## src/rtl/riscv_pkg.sv

```systemverilog
// ============================================================================
// Module   : riscv_pkg
// Purpose  : Shared RV32I decode constants, encodings, ID/EX bundle and the
//            immediate extender used by the decode stage.
// Revision : 1.0  initial release
// ============================================================================
`default_nettype none

package riscv_pkg;

    localparam int XLEN = 32;

    localparam logic [6:0] OP_LW  = 7'b0000011;
    localparam logic [6:0] OP_SW  = 7'b0100011;
    localparam logic [6:0] OP_R   = 7'b0110011;
    localparam logic [6:0] OP_I   = 7'b0010011;
    localparam logic [6:0] OP_BEQ = 7'b1100011;
    localparam logic [6:0] OP_JAL = 7'b1101111;

    localparam logic [2:0] ALU_ADD = 3'b000;
    localparam logic [2:0] ALU_SUB = 3'b001;
    localparam logic [2:0] ALU_AND = 3'b010;
    localparam logic [2:0] ALU_OR  = 3'b011;
    localparam logic [2:0] ALU_SLT = 3'b101;

    typedef enum logic [1:0] {
        IMM_I = 2'b00,
        IMM_S = 2'b01,
        IMM_B = 2'b10,
        IMM_J = 2'b11
    } imm_src_e;

    typedef enum logic [1:0] {
        RES_ALU = 2'b00,
        RES_MEM = 2'b01,
        RES_PC4 = 2'b10
    } result_src_e;

    typedef enum logic [1:0] {
        ALUOP_ADD  = 2'b00,
        ALUOP_SUB  = 2'b01,
        ALUOP_FUNC = 2'b10
    } alu_op_e;

    typedef struct packed {
        logic              reg_write;
        result_src_e       result_src;
        logic              mem_write;
        logic              jump;
        logic              branch;
        logic              alu_src;
        logic [2:0]        alu_control;
        logic [XLEN-1:0]   rd1;
        logic [XLEN-1:0]   rd2;
        logic [XLEN-1:0]   imm_ext;
        logic [4:0]        rs1;
        logic [4:0]        rs2;
        logic [4:0]        rd;
        logic [XLEN-1:0]   pc;
        logic [XLEN-1:0]   pc_plus4;
    } idex_t;

    function automatic logic [XLEN-1:0] imm_extend(input logic [31:0] instr,
                                                   input imm_src_e    src);
        logic [XLEN-1:0] imm;
        case (src)
            IMM_I:   imm = {{20{instr[31]}}, instr[31:20]};
            IMM_S:   imm = {{20{instr[31]}}, instr[31:25], instr[11:7]};
            IMM_B:   imm = {{19{instr[31]}}, instr[31], instr[7], instr[30:25],
                            instr[11:8], 1'b0};
            default: imm = {{11{instr[31]}}, instr[31], instr[19:12], instr[20],
                            instr[30:21], 1'b0};
        endcase
        return imm;
    endfunction

endpackage

`default_nettype wire

```

## src/rtl/register_file.sv

```systemverilog
// ============================================================================
// Module   : register_file
// Purpose  : 32x32 architectural register file, two async read ports, one
//            write port, x0 hard-wired to zero. Write-through reads when
//            DECODE_WB_BYPASS_EN is defined.
// Revision : 1.0  initial release
// ============================================================================
`default_nettype none

module register_file #(
    parameter int XLEN  = 32,
    parameter int NREGS = 32,
    parameter int AW    = $clog2(NREGS)
) (
    input  logic            clk,
    input  logic            rst,
    input  logic [AW-1:0]   raddr1,
    input  logic [AW-1:0]   raddr2,
    output logic [XLEN-1:0] rdata1,
    output logic [XLEN-1:0] rdata2,
    input  logic            we,
    input  logic [AW-1:0]   waddr,
    input  logic [XLEN-1:0] wdata
);

    logic [XLEN-1:0] regs_q [NREGS];

    always_ff @(posedge clk or negedge rst) begin
        if (!rst) begin
            for (int i = 0; i < NREGS; i++) begin
                regs_q[i] <= '0;
            end
        end else if (we && (waddr != '0)) begin
            regs_q[waddr] <= wdata;
        end
    end

`ifdef DECODE_WB_BYPASS_EN
    // A non-zero read address implies a non-zero write address on a match.
    always_comb begin
        rdata1 = '0;
        rdata2 = '0;
        if (raddr1 != '0) rdata1 = (we && (waddr == raddr1)) ? wdata : regs_q[raddr1];
        if (raddr2 != '0) rdata2 = (we && (waddr == raddr2)) ? wdata : regs_q[raddr2];
    end
`else
    always_comb begin
        rdata1 = '0;
        rdata2 = '0;
        if (raddr1 != '0) rdata1 = regs_q[raddr1];
        if (raddr2 != '0) rdata2 = regs_q[raddr2];
    end
`endif

endmodule

`default_nettype wire

```

## src/rtl/decode_cycle.sv

```systemverilog
// ============================================================================
// Module   : decode_cycle
// Purpose  : RV32I ID stage: main/ALU decode, register read, immediate
//            extension, ID/EX pipeline register. Optional macro
//            DECODE_WB_BYPASS_EN enables write-through register reads.
// Revision : 1.0  initial release
// ============================================================================
`default_nettype none

module decode_cycle #(
    parameter int XLEN  = 32,
    parameter int NREGS = 32
) (
    input  logic            clk,
    input  logic            rst,
    input  logic [31:0]     InstrD,
    input  logic [XLEN-1:0] PCD,
    input  logic [XLEN-1:0] PCPlus4D,
    input  logic            RegWriteW,
    input  logic [4:0]      RDW,
    input  logic [XLEN-1:0] ResultW,
    output logic            RegWriteE,
    output logic [1:0]      ResultSrcE,
    output logic            MemWriteE,
    output logic            JumpE,
    output logic            BranchE,
    output logic            ALUSrcE,
    output logic [2:0]      ALUControlE,
    output logic [XLEN-1:0] RD1E,
    output logic [XLEN-1:0] RD2E,
    output logic [XLEN-1:0] ImmExtE,
    output logic [4:0]      Rs1E,
    output logic [4:0]      Rs2E,
    output logic [4:0]      RDE,
    output logic [XLEN-1:0] PCE,
    output logic [XLEN-1:0] PCPlus4E
);

    import riscv_pkg::*;

    logic [6:0]      opcode;
    logic [2:0]      funct3;
    logic            reg_write;
    result_src_e     result_src;
    logic            mem_write;
    logic            jump;
    logic            branch;
    logic            alu_src;
    imm_src_e        imm_src;
    logic            imm_valid;
    alu_op_e         alu_op;
    logic [2:0]      alu_control;
    logic [XLEN-1:0] rd1;
    logic [XLEN-1:0] rd2;
    idex_t           idex_d;
    idex_t           idex_q;
    idex_t           idex_o;

    assign opcode = InstrD[6:0];
    assign funct3 = InstrD[14:12];

    always_comb begin
        reg_write  = 1'b0;
        result_src = RES_ALU;
        mem_write  = 1'b0;
        jump       = 1'b0;
        branch     = 1'b0;
        alu_src    = 1'b0;
        imm_src    = IMM_I;
        imm_valid  = 1'b1;
        alu_op     = ALUOP_ADD;
        case (opcode)
            OP_LW: begin
                reg_write  = 1'b1;
                alu_src    = 1'b1;
                result_src = RES_MEM;
            end
            OP_SW: begin
                mem_write = 1'b1;
                imm_src   = IMM_S;
                alu_src   = 1'b1;
            end
            OP_R: begin
                reg_write = 1'b1;
                alu_op    = ALUOP_FUNC;
            end
            OP_I: begin
                reg_write = 1'b1;
                alu_src   = 1'b1;
                alu_op    = ALUOP_FUNC;
            end
            OP_BEQ: begin
                branch  = 1'b1;
                imm_src = IMM_B;
                alu_op  = ALUOP_SUB;
            end
            OP_JAL: begin
                reg_write  = 1'b1;
                jump       = 1'b1;
                imm_src    = IMM_J;
                result_src = RES_PC4;
            end
            default: imm_valid = 1'b0;
        endcase
    end

    // Only R-type (op[5]=1) may subtract; I-ALU funct3=000 is always addi.
    always_comb begin
        alu_control = ALU_ADD;
        case (alu_op)
            ALUOP_SUB:  alu_control = ALU_SUB;
            ALUOP_FUNC: begin
                case (funct3)
                    3'b000:  alu_control = (InstrD[30] & opcode[5]) ? ALU_SUB : ALU_ADD;
                    3'b010:  alu_control = ALU_SLT;
                    3'b110:  alu_control = ALU_OR;
                    3'b111:  alu_control = ALU_AND;
                    default: alu_control = ALU_ADD;
                endcase
            end
            default:    alu_control = ALU_ADD;
        endcase
    end

    register_file #(
        .XLEN  (XLEN),
        .NREGS (NREGS)
    ) u_register_file (
        .clk    (clk),
        .rst    (rst),
        .raddr1 (InstrD[19:15]),
        .raddr2 (InstrD[24:20]),
        .rdata1 (rd1),
        .rdata2 (rd2),
        .we     (RegWriteW),
        .waddr  (RDW),
        .wdata  (ResultW)
    );

    always_comb begin
        idex_d             = '0;
        idex_d.reg_write   = reg_write;
        idex_d.result_src  = result_src;
        idex_d.mem_write   = mem_write;
        idex_d.jump        = jump;
        idex_d.branch      = branch;
        idex_d.alu_src     = alu_src;
        idex_d.alu_control = imm_valid ? alu_control : 3'b000;
        idex_d.rd1         = rd1;
        idex_d.rd2         = rd2;
        idex_d.imm_ext     = imm_valid ? imm_extend(InstrD, imm_src) : '0;
        idex_d.rs1         = InstrD[19:15];
        idex_d.rs2         = InstrD[24:20];
        idex_d.rd          = InstrD[11:7];
        idex_d.pc          = PCD;
        idex_d.pc_plus4    = PCPlus4D;
    end

    always_ff @(posedge clk or negedge rst) begin
        if (!rst) idex_q <= '0;
        else      idex_q <= idex_d;
    end

    assign idex_o = rst ? idex_q : '0;

    assign RegWriteE   = idex_o.reg_write;
    assign ResultSrcE  = idex_o.result_src;
    assign MemWriteE   = idex_o.mem_write;
    assign JumpE       = idex_o.jump;
    assign BranchE     = idex_o.branch;
    assign ALUSrcE     = idex_o.alu_src;
    assign ALUControlE = idex_o.alu_control;
    assign RD1E        = idex_o.rd1;
    assign RD2E        = idex_o.rd2;
    assign ImmExtE     = idex_o.imm_ext;
    assign Rs1E        = idex_o.rs1;
    assign Rs2E        = idex_o.rs2;
    assign RDE         = idex_o.rd;
    assign PCE         = idex_o.pc;
    assign PCPlus4E    = idex_o.pc_plus4;

endmodule

`default_nettype wire

```

## config.mk

```make
export PLATFORM = sky130hd
export DESIGN_NAME = decode_cycle
export DESIGN_NICKNAME = d
export VERILOG_FILES = /design/src/rtl/riscv_pkg.sv /design/src/rtl/register_file.sv /design/src/rtl/decode_cycle.sv
export SDC_FILE = /design/constraint.sdc
export NUM_CORES = 2
export LEC_CHECK = 0
export BUFFER_PORTS_ARGS = -buffer_cell sky130_fd_sc_hd__buf_2
export CAP_MARGIN = 20
export CORE_AREA = 3 3 338 340
export CTS_BUF_LIST = sky130_fd_sc_hd__clkbuf_4 sky130_fd_sc_hd__clkbuf_8 sky130_fd_sc_hd__clkbuf_16
export DETAILED_ROUTE_END_ITERATION = 16
export DIE_AREA = 0 0 341 343
export PLACE_DENSITY = 0.8
export SLEW_MARGIN = 20
export SYNTH_ARGS = -nofsm -noshare
export SYNTH_HDL_FRONTEND = slang
export SYNTH_SLANG_ARGS = --single-unit
```

## constraint.sdc

```tcl
create_clock -name clk -period 3.49 [get_ports clk]
set_clock_uncertainty 0.05 [all_clocks]
set_input_delay 0 -clock clk [delete_from_list [all_inputs] [get_ports clk]]
set_output_delay 0 -clock clk [all_outputs]
set_load 0.02 [all_outputs]
```

## After elaboration in Yosys (flattened, before gate mapping)

Index checks and enable logic that the tools add are counted.

- Register bits: 1,209
- ROM bits: 0
- RAM bits: 0
- Input bits: 136
- Memories: 0
- Latch bits: 0

- Reductions and logical operators: 11
- Multiply operators: 0
- Bitwise logic cells: 4
- Shifts and indexed selects: 0
- Equality and inequality tests: 13
- Add/sub/neg operators: 0
- Div/mod/pow operators: 0
- Magnitude comparators: 4
- Multiplexer cells: 27

Operators by type and width:

| kind | count |
|---|---|
| bitwise mux 1024 bit | 1 |
| binary-select mux 32 bit (select 5 bit) | 2 |
| two-way mux 32 bit | 8 |
| two-way mux 185 bit | 1 |
| demux 32 bit (select 5 bit) | 1 |
| case mux 20 bit (3 select lines) | 1 |
| >= comparator 6 bit, second input constant | 3 |
| NOT 5 -> 6 bit | 3 |
| nonzero test 5 bit | 3 |
| equality test 7 x 6 -> 1 bit, second input constant | 2 |
| equality test 7 bit, second input constant | 2 |
| case mux 3 bit (4 select lines) | 1 |
| case mux 2 bit (2 select lines) | 2 |
| equality test 7 x 2 -> 1 bit, second input constant | 1 |
| equality test 7 x 5 -> 1 bit, second input constant | 1 |
| two-way mux 1 bit | 7 |
| equality test 3 bit, second input constant | 2 |
| less-than comparator 6 x 1 -> 1 bit, second input constant | 1 |
| case mux 2 bit (3 select lines) | 1 |
| case mux 3 bit (2 select lines) | 1 |
| OR reduction 6 bit | 1 |
| equality test 2 x 1 -> 1 bit, second input constant | 2 |
| equality test 2 bit, second input constant | 2 |
| OR reduction 4 bit | 1 |
| 8 further kinds | 9 |

## Logic depth before layout (Yosys ltp)

- Depth after elaboration: 6
- Depth in mapped cells: 10
- Gate-level depth less buffers: 7

## Hierarchy

A second synthesis with hierarchy kept.

- Cells, all modules: 4,086
- Area total of the unflattened synthesis: 60,364.1 um2

Modules (own cells, without submodules):

| module | seq. area each (um2) | times used | cells each | area each (um2) |
|---|---|---|---|---|
| register_file | 25,624.6 | 1 | 3,635 | 54,319.6 |
| decode_cycle | 4,329.2 | 1 | 451 | 6,044.5 |

## Worst setup path after synthesis

Ideal clock, no wire load.

- Path kind: input port to flip-flop
- Start point: input port InstrD[15]
- End point: register idex_q[161] in the netlist's numbering
- Slack: 1.839 ns
- Arrival: 1.460 ns
- Data required time: 3.299 ns
- Library setup time: 0.141 ns
- Path buffers: 3
- Cell stages on the path: 7
- Path through: buf_4 > buf_6 > buf_2 > mux4_2 > mux2_2 > nand2_1 > a31oi_1

RTL lines:

| element | line | RTL |
|---|---|---|
| start: declaration | decode_cycle.sv:16 | `input logic [31:0] InstrD,` |
| end signal: assignment | decode_cycle.sv:161 | `else idex_q <= idex_d;` |
| end: declaration | decode_cycle.sv:56 | `idex_t idex_q;` |

==> results.cfg <==
[critical_path]
crit_family = buffers and inverters
r2r-end = idex_q[142]
cp_num_cells = 11
ff2ff_setup_slack_ns = 1.60
critPathBufInv = 6
startpoint_type = primary input
rr_worst_depth = 5
cp_slowest_stage_delay_ns = 0.58
cpMostUsedCell = dlygate4sd3_1
crit_type = primary input to register
cp.arrival_ns = 3.75
critPathCaptureType = register
reg2reg_from = u_register_file.regs_q[895]
worstPathCellList = dlygate4sd3_1 > buf_2 > nand2b_1 > nor4_2 > dlygate4sd3_1 > buf_4 > nand2_1 > ha_1 > dlygate4sd3_1 > nor3_1 > dlygate4sd3_1
cpMaxStageDelayCell = dlygate4sd3_1
cp_max_fo = 9
cp.required_ns = 4.13

[synthesis]
synth_simple_gate_area_share_pct = 4.06
async_flop_share_pct = 100
synth_area_um2 = 61200
syn_nets = 4523
synth_fa_ha_area_share_pct = 0.0409
synth_top_family_by_area = multiplexers
synthTopCellsByArea = dfrtp_1 49%, mux2_2 20%, mux4_2 11%
yosys-top-cells-count = 1197 x dfrtp_1, 1078 x mux2_2, 442 x mux2i_1
yosysMostFrequentCell = dfrtp_1
muxShareOfSynthArea_pct = 37.9
synth_top_area_share_pct = 48.9
synth_ff_type = dfrtp_1
netlist_instances = 4385
syn_area_per_cell_um2 = 14.0
synth-compound-area-share_pct = 5.04
synthXorXnorAreaFrac_pct = 0
yosys_register_bits = 1197
synth.distinct_cells = 45
yosysSeqAreaShare_pct = 48.9
synth_edf_count = 0
ys_warn_count = 0
yosys.area.top_type = dfrtp_1

[placed_design]
dp_hpwl_mm = 111
gp_congestion = 0.853
port_buffers = 320

[timing]
grt_setup_unrepaired = false
fmax_mhz = 322
finalSetupTns_ns = 0
finalHoldViolCount = 0
slew-limit-headroom_pct = 22.3
finalSetupViolations = 0
period_share_pct = 89.1
holdWs_ns = 0.0383
tightest_slew_ns = 1.16
period_minus_slack_ns = 3.11
slew_viol_final = 0

[floorplan]
core_area_um2 = 112000
io_pins = 321
die_y_um = 343
die_w_um = 341
start_util_pct = 54.7
row_count = 123
die_area_um2 = 117000

[pwr]
leakage_nw = 32.5
p_per_area_nw_per_um2 = 562
ir_worst_vdd_v = 0.000533

[detailed_routing]
dr.pass1.iters = 6
wirelength_mm = 193
vias = 42400
drcViolationCount = 0
antenna_left = 0
drtIter0Drc = 4533
via_per_inst = 6.64
drt-wirelength-per-cell_um = 30.1

[global_route]
overflow = 0
grt_first_pass_wirelength_mm = 286
track_usage_pct = 32.8
antenna_found_initial = 7
grt_max_degree = 92
grt_pass1_vias = 43900

[hold_path]
worstHoldStart = InstrD[8]
whs_endpoint = idex_q[80]
hp-class = primary input to register
worstHoldPathCells = 3

[status]
outcome = completed

[clocking]
cts-root-buf = clkbuf_16
clkSinkCount = 1197
numCtsBuffers = 130
clk_latency_ns = 0.75
clock_path_buffers = 3
cts_tree = yes
path_clk_slew_ns = 0.07
cts_max_level = 4

[final_layout]
drive_above_1_share_pct = 44.4
syn_to_final_growth_pct = 16.1
nNetsFinal = 4927

[flow_run]
drv_cap = 0
## worst reg2reg max path, cell delays in order (launching register included)
cell	delay [ns]
dfrtp_1	0.39
mux2i_1	0.09
a22o_1	0.24
a2111oi_0	0.72
a31oi_1	0.12
a31oi_1	0.21
## what timing repair did
action                                 in CTS  in global routing
hold buffers                              237                  0
endpoints found under the hold margin    1937                  0
buffers inserted                            0                  0
gates resized for setup                     0                  0
## cell usage in the layout (no fill, tap or decap), types with 135 or more instances in the layout
| master | n |
|---|---|
| clkbuf_16 | 135 |
| buf_4 | 157 |
| buf_2 | 313 |
| mux2_2 | 1078 |
| dlygate4sd3_1 | 236 |
| and2_1 | 183 |
| mux4_2 | 296 |
| a22oi_1 | 135 |
| mux2i_1 | 442 |
| dfrtp_1 | 1197 |
## through the flow
step                      instance area [um^2]  power [mW]  std cells  util, %  setup slack [ns]
after floorplan                          61200        23.2       4385        -              1.84
after global placement                   64300        25.2       5920     57.5             0.990
after detailed placement                 64300        25.6       5920     57.5             0.991
after CTS                                71100        39.9       6383     63.5             0.491
after global routing                     71100        41.5       6383     63.5             0.329
final                                    71100        40.0       6392     63.6             0.380
## kinds of logic (layout without fill, tap and decap cells)
family	after synthesis	count (layout)
other	0	9
muxes	1816	1816
adders and majority gates	2	2
and+or+nand+nor	468	468
AOI/OAI and AO/OA	428	428
buffers and inverters	474	972
DFF	1197	1197
## cell type report
cell class / count / area, um^2
sequential: 1197 / 30000
inverter: 4 / 15.0
antenna: 9 / 22.5
clock buffer: 189 / 3930
timing repair buffer: 742 / 5810
clock inverter: 37 / 452
tap: 1500 / 1880
multi-input combinational: 2714 / 29000
fill: 7896 / 40800
## flip-flops by register name, summed over array words and instances (netlist names)
| name | cells |
|---|---|
| u_register_file.regs_q | 1024 |
| idex_q | 173 |
## power by group
| group | switching, mW | leakage [nW] | internal (mW) |
|---|---|---|---|
| sequential | 1.88 | 15.3 | 16.3 |
| clock | 5.81 | 2.20 | 8.35 |
| combinational | 3.27 | 15.0 | 4.34 |
## worst max path at each step
stage | slack, ns | endpoint | from
2_1_floorplan | 1.84 | idex_q[161] | InstrD[15]
3_3_place_gp | 0.99 | idex_q[149] | InstrD[15]
3_5_place_dp | 0.99 | idex_q[145] | InstrD[15]
4_1_cts | 0.49 | idex_q[177] | InstrD[4]
5_1_grt | 0.33 | idex_q[177] | InstrD[4]
6_report | 0.38 | idex_q[177] | InstrD[4]
## metal layers
metal	GRT usage (%)	share of wire, %	vias up
li1	-	-	17200
met1	43.2	38	22100
met2	51.7	47	2556
met3	8.39	10	548
met4	14.9	5.0	0
met5	0	0	-
Power figures use the tool's default switching activity.
